==> config.mk <==
export PLATFORM = sky130hd
export DESIGN_NAME = led_palette_fader
export DESIGN_NICKNAME = d
export VERILOG_FILES = /design/src/rtl/led_palette_fader.sv
export SDC_FILE = /design/constraint.sdc
export NUM_CORES = 2
export LEC_CHECK = 0
export BUFFER_PORTS_ARGS = -buffer_cell sky130_fd_sc_hd__buf_2
export CAP_MARGIN = 25
export CORE_MARGIN = 3
export CORE_UTILIZATION = 60
export DETAILED_ROUTE_END_ITERATION = 6
export PLACE_DENSITY = 0.9
export SLEW_MARGIN = 20
export SYNTH_ARGS = -nofsm -noshare
export SYNTH_HDL_FRONTEND = slang
export SYNTH_SLANG_ARGS = --single-unit
==> constraint.sdc <==
create_clock -name i_clk -period 4.9 [get_ports i_clk]
set_input_delay 0.49 -clock i_clk [delete_from_list [all_inputs] [get_ports i_clk]]
set_output_delay 0.49 -clock i_clk [all_outputs]
set_load 0.005 [all_outputs]
==> src/rtl/led_palette_fader.sv <==
// led_palette_fader: holds a target palette per LED and moves the current
// palette toward it by a bounded step on each fade tick. Targets arrive one
// LED at a time through a two-stage (accept, commit) load port.

// One filament: current/target pair with clamped stepping toward target.
module led_palette_fader_filament #(
    parameter int STEP = 1
) (
    input  logic       i_clk,
    input  logic       i_arst_n,
    input  logic       tick,
    input  logic       wr_en,
    input  logic       wr_instant,
    input  logic [7:0] wr_val,
    output logic [7:0] cur,
    output logic       neq
);
    logic [7:0] tgt_q, cur_q, step_nxt;
    logic [8:0] cur9, tgt9, gap, stp;

    assign cur9 = {1'b0, cur_q};
    assign tgt9 = {1'b0, tgt_q};
    assign stp  = 9'(STEP);

    // Next value after one tick: land exactly on target when within one step
    always_comb begin
        step_nxt = cur_q;
        gap      = '0;
        if (cur9 < tgt9) begin
            gap      = tgt9 - cur9;
            step_nxt = (gap <= stp) ? tgt_q : cur_q + stp[7:0];
        end else if (cur9 > tgt9) begin
            gap      = cur9 - tgt9;
            step_nxt = (gap <= stp) ? tgt_q : cur_q - stp[7:0];
        end
    end

    // Step uses the pre-commit target; an instant commit overrides the step
    always_ff @(posedge i_clk or negedge i_arst_n) begin
        if (!i_arst_n) begin
            tgt_q <= '0;
            cur_q <= '0;
        end else begin
            if (wr_en) tgt_q <= wr_val;
            if (wr_en && wr_instant) cur_q <= wr_val;
            else if (tick)           cur_q <= step_nxt;
        end
    end

    assign cur = cur_q;
    assign neq = (cur_q != tgt_q);
endmodule

module led_palette_fader #(
    parameter  int parm_color_led_count          = 4,
    parameter  int parm_basic_led_count          = 4,
    parameter  int parm_FCLK                     = 40_000_000,
    parameter  int parm_step_period_microseconds = 1000,
    parameter  int parm_step_size                = 1,
    localparam int c_max_cnt = (parm_color_led_count > parm_basic_led_count) ?
                               parm_color_led_count : parm_basic_led_count,
    localparam int IW        = (c_max_cnt > 1) ? $clog2(c_max_cnt) : 1
) (
    input  logic                              i_clk,
    input  logic                              i_arst_n,
    input  logic                              i_load_valid,
    output logic                              o_load_ready,
    input  logic                              i_load_is_basic,
    input  logic [IW-1:0]                     i_load_index,
    input  logic [23:0]                       i_load_value,
    input  logic                              i_load_instant,
    output logic [8*parm_color_led_count-1:0] o_color_led_red_value,
    output logic [8*parm_color_led_count-1:0] o_color_led_green_value,
    output logic [8*parm_color_led_count-1:0] o_color_led_blue_value,
    output logic [8*parm_basic_led_count-1:0] o_basic_led_lumin_value,
    output logic                              o_fade_busy
);
    localparam int c_step_ticks = parm_FCLK / 1_000_000 * parm_step_period_microseconds;
    localparam int CW = (c_step_ticks > 1) ? $clog2(c_step_ticks) : 1;

    typedef struct packed {
        logic          is_basic;
        logic [IW-1:0] idx;
        logic [23:0]   val;
        logic          inst;
    } load_req_t;

    logic [CW-1:0] cnt_q;
    logic          tick;
    logic          ready_q, stage_vld, busy_q, accept;
    load_req_t     stage_q;

    logic [parm_color_led_count-1:0][2:0][7:0] color_cur;
    logic [parm_color_led_count-1:0][2:0]      color_neq;
    logic [parm_basic_led_count-1:0][7:0]      basic_cur;
    logic [parm_basic_led_count-1:0]           basic_neq;

    assign tick   = (cnt_q == '0);
    assign accept = i_load_valid && ready_q;

    // Free-running down-counter; one tick every c_step_ticks cycles
    always_ff @(posedge i_clk or negedge i_arst_n) begin
        if (!i_arst_n) cnt_q <= CW'(c_step_ticks - 1);
        else           cnt_q <= tick ? CW'(c_step_ticks - 1) : cnt_q - 1'b1;
    end

    // Accept into the one-entry stage; ready drops for the commit cycle
    always_ff @(posedge i_clk or negedge i_arst_n) begin
        if (!i_arst_n) begin
            ready_q   <= 1'b0;
            stage_vld <= 1'b0;
            stage_q   <= '0;
        end else begin
            ready_q   <= !accept;
            stage_vld <= accept;
            if (accept) stage_q <= '{i_load_is_basic, i_load_index, i_load_value, i_load_instant};
        end
    end

    // Colour LEDs: filament 0/1/2 = red/green/blue = value bits [23:16]/[15:8]/[7:0]
    for (genvar n = 0; n < parm_color_led_count; n++) begin : g_color
        logic wr;
        assign wr = stage_vld && !stage_q.is_basic && (stage_q.idx == IW'(n));
        for (genvar f = 0; f < 3; f++) begin : g_fil
            led_palette_fader_filament #(.STEP(parm_step_size)) u_fil (
                .i_clk(i_clk), .i_arst_n(i_arst_n), .tick(tick),
                .wr_en(wr), .wr_instant(stage_q.inst),
                .wr_val(stage_q.val[23-8*f -: 8]),
                .cur(color_cur[n][f]), .neq(color_neq[n][f])
            );
        end
        assign o_color_led_red_value[8*n +: 8]   = color_cur[n][0];
        assign o_color_led_green_value[8*n +: 8] = color_cur[n][1];
        assign o_color_led_blue_value[8*n +: 8]  = color_cur[n][2];
    end

    // Basic LEDs take luminance from the low byte only
    for (genvar n = 0; n < parm_basic_led_count; n++) begin : g_basic
        logic wr;
        assign wr = stage_vld && stage_q.is_basic && (stage_q.idx == IW'(n));
        led_palette_fader_filament #(.STEP(parm_step_size)) u_fil (
            .i_clk(i_clk), .i_arst_n(i_arst_n), .tick(tick),
            .wr_en(wr), .wr_instant(stage_q.inst),
            .wr_val(stage_q.val[7:0]),
            .cur(basic_cur[n]), .neq(basic_neq[n])
        );
        assign o_basic_led_lumin_value[8*n +: 8] = basic_cur[n];
    end

    // Busy reflects the previous cycle's cur/tgt comparison
    always_ff @(posedge i_clk or negedge i_arst_n) begin
        if (!i_arst_n) busy_q <= 1'b0;
        else           busy_q <= (|color_neq) | (|basic_neq);
    end

    assign o_load_ready = ready_q;
    assign o_fade_busy  = busy_q;
endmodule

==> flow_summary.ini <==
[clock_network]
clk_latency_ns = 0.58
clkTransAtPathRegs_ns = 0.06
cts.path.max_buffers = 3
cts_buffers = 38
clockRootBuffer = clkbuf_16
cts_tree = yes
cts_max_level = 2
clock-sinks = 303
postCtsSetupBuffers = 0

[global_routing]
grt_usage = 0.3298
grt_pass1_wl_um = 153500
grt_start_max_net_pins = 158
grt.overflow.total = 0
antenna_found_initial = 2
grt_pass1_vias = 29840

[timing]
slew_headroom = 0.2715
setup_violations = 0
hold_viol = 0
finalCritPeriodShare = 0.7909
slew_violations = 0
fin_tns_setup_ns = 0
max_freq_ghz = 0.2580
rsz0062_at_grt = false
fin_worst_skew_ns = 0.03090
min_period_ns = 3.876
tightest_slew_ns = 1.093

[floorplanning]
die_area_um2 = 55380
initial_core_util = 0.6102
die_w_um = 235.3
core-area_um2 = 51720
dieHeight_um = 235.3
rows = 83
ios = 161

[routing]
firstDrtPassIters = 7
drtAntennaViolNets = 0
drc_errors = 1
wirelength_um = 95720
avgRoutedWirePerCell_um = 20.14
via_per_inst = 6.628
vias = 31500
drtIter0Drc = 3442

[finish]
drive_above_1_share = 0.09406
n_fill_cell = 4266
area_growth_syn_to_layout_pct = 7.645
nets = 4413

[logic_synthesis]
synth_area_leaders = dfrtp_1, ha_1, o21ai_0
yosysUniqueCellTypes = 94
async_flop_share = 1.000
synth_edf_count = 0
yosys.area_share.simple = 0.2072
yosysSeqAreaShare = 0.2407
ys_ff_latch = 303
yosysWarningCount = 0
synth_compound_area_frac = 0.2414
yosys.area_share.adder = 0.1416
synth_top_family_by_area = compound AO/OA/AOI/OAI gates
synth_xor_area_frac = 0.05801
syn-num-nets = 4391
netlist_area_um2 = 31560
synth_area_per_cell_um2 = 7.846
synthMuxAreaShare = 0.04286
ys.flop_type = dfrtp_1
synthCells = 4022
yosysTopAreaCell = dfrtp_1
netlist.area_leader.share = 0.2324

[critical_path]
cp_cell_sequence = inv_1 > ha_1 > o21ai_0 > a21bo_2 > a2111oi_0 > o2111ai_1 > nand2_1 > o221ai_1 > a21oi_1 > a211o_1
critPathLaunch = g_color[1].g_fil[0].u_fil.cur[2]
cp_slowest_stage_delay_ns = 0.81
crit_buf_inv = 1
cpMaxStageDelayCell = a2111oi_0
r2r_slack_ns = 1.02
critPathMaxFanout = 10
reg2reg_depth = 10
path_delay_family = compound AO/OA/AOI/OAI gates
cp.required_ns = 5.40
cp-end-kind = flop
path_class = reg -> reg
critPathArrivalTime_ns = 4.37
reg2reg_to = g_color[1].g_fil[0].u_fil.cur[3]
timing.rr.start = g_color[1].g_fil[0].u_fil.cur[2]
start_kind = flop

[placed_design]
dp_hpwl_um = 68980
portBuffers = 160
gp_congestion = 1.014

[hold_path]
min_path_type = in -> reg
hold_path_end = stage_q[7]
worstHoldStart = i_load_value[6]
min_path_cells = 2

[run]
maxCapViolCount = 0

[status]
violations = DRC
status = finished, violations left
[layout by cell type (no fill, tap or decap), types with 32 or more instances in the layout]
cell and instances:
nand2b_1 52, o221ai_1 40, xnor2_1 164, a21o_1 56
o211ai_1 37, and3_1 89, mux2_2 81, nand2_1 328
nand3_1 171, nor2_1 228, o21ai_0 323, xor2_1 45
clkbuf_16 39, nor4_1 34, o21a_1 43, ha_1 306
inv_1 367, nor3_1 136, a211oi_1 39, mux2i_1 44
a21oi_1 287, fa_1 32, nand4_1 35, o31ai_1 34
a31oi_1 42, buf_2 159, dfrtp_1 293, nor2b_1 68
[cells in the mapped netlist, types with 24 or more instances]
library cell,number
dfrtp_1,293
xnor2_1,164
a21oi_1,287
a31oi_1,42
nand3_1,171
nand2_1,329
and3_1,89
o31ai_1,34
nor2_1,231
nor3_1,140
and2_1,25
o211ai_1,37
mux2_2,81
inv_1,367
fa_1,32
o221ai_1,40
o2111ai_1,24
ha_1,306
a211oi_1,39
o21a_1,43
nor2b_1,68
mux2i_1,44
xor2_1,45
o21ai_0,323
nor4_1,36
nand4_1,35
nand2b_1,52
a21o_1,56
clkbuf_1,168
[per-stage QoR]
stage	utilization	setup WS (ns)	hold WS [ns]	instance area, um^2	cells
after floorplan	-	1.542	0.1944	31560	4022
after CTS	0.6560	1.114	0.1334	33930	4750
after global routing	0.6567	0.6874	0.1540	33970	4752
after detailed placement	0.6313	1.132	0.4372	32650	4681
final	0.6568	1.024	0.1544	33970	4753
after global placement	0.6313	1.182	0.4312	32650	4681
[routing by layer]
| layer | up-vias | GRT usage | wire [um] |
|---|---|---|---|
| li1 | 14490 | - | - |
| met1 | 14800 | 0.4234 | 37540 |
| met2 | 1846 | 0.5263 | 42960 |
| met3 | 357 | 0.07521 | 10640 |
| met4 | 0 | 0.1604 | 4581 |
| met5 | - | 0 | 0 |
[logic make-up (layout without fill, tap and decap cells)]
group | Yosys count | after routing
compound gates | 1179 | 1179
xor+xnor | 209 | 209
fa+ha+maj | 338 | 338
buf+inv | 567 | 617
flops | 303 | 303
mux | 125 | 125
other cells | 0 | 1
simple gates | 1301 | 1301
[state kept, by name (all words and copies together), names as in the netlist]
signal	count
cnt_q	16
g_basic.u_fil.cur	32
g_basic.u_fil.tgt_q	32
g_color.g_fil.u_fil.cur	96
g_color.g_fil.u_fil.tgt_q	96
o_fade_busy	1
o_load_ready	1
stage_q	28
stage_vld	1
[worst max-delay path by stage]
stage	slack [ns]	endpoint	depth (start not counted)
floorplan	1.54	g_color[0].g_fil[0].u_fil.cur[1]	13
global placement	1.18	g_basic[1].u_fil.cur[5]	11
detailed placement	1.13	g_color[3].g_fil[1].u_fil.cur[1]	10
CTS	1.11	g_basic[3].u_fil.cur[0]	10
global route	0.69	g_color[1].g_fil[0].u_fil.cur[3]	11
finish	1.02	g_color[1].g_fil[0].u_fil.cur[3]	10
[cell type report]
| type | instances | area [um^2] | share of cell area |
|---|---|---|---|
| inverter | 368 | 1381 | 0.04067 |
| multi-input combinational | 3152 | 21860 | 0.6437 |
| sequential | 303 | 7595 | 0.2236 |
| tap | 680 | 850.8 | 0.02505 |
| timing repair buffer | 181 | 1008 | 0.02969 |
| clock buffer | 55 | 1086 | 0.03197 |
| clock inverter | 13 | 178.9 | 0.005267 |
| antenna | 1 | 2.502 | 0.00007367 |
[timing repair]
action                    in CTS  in global routing
hold endpoints to repair      45                  0
hold buffers                   1                  0
gates resized for setup        0                  0
Power is not shown: default switching activity piles up to over one toggle a cycle in this logic, so the estimate is an artifact.
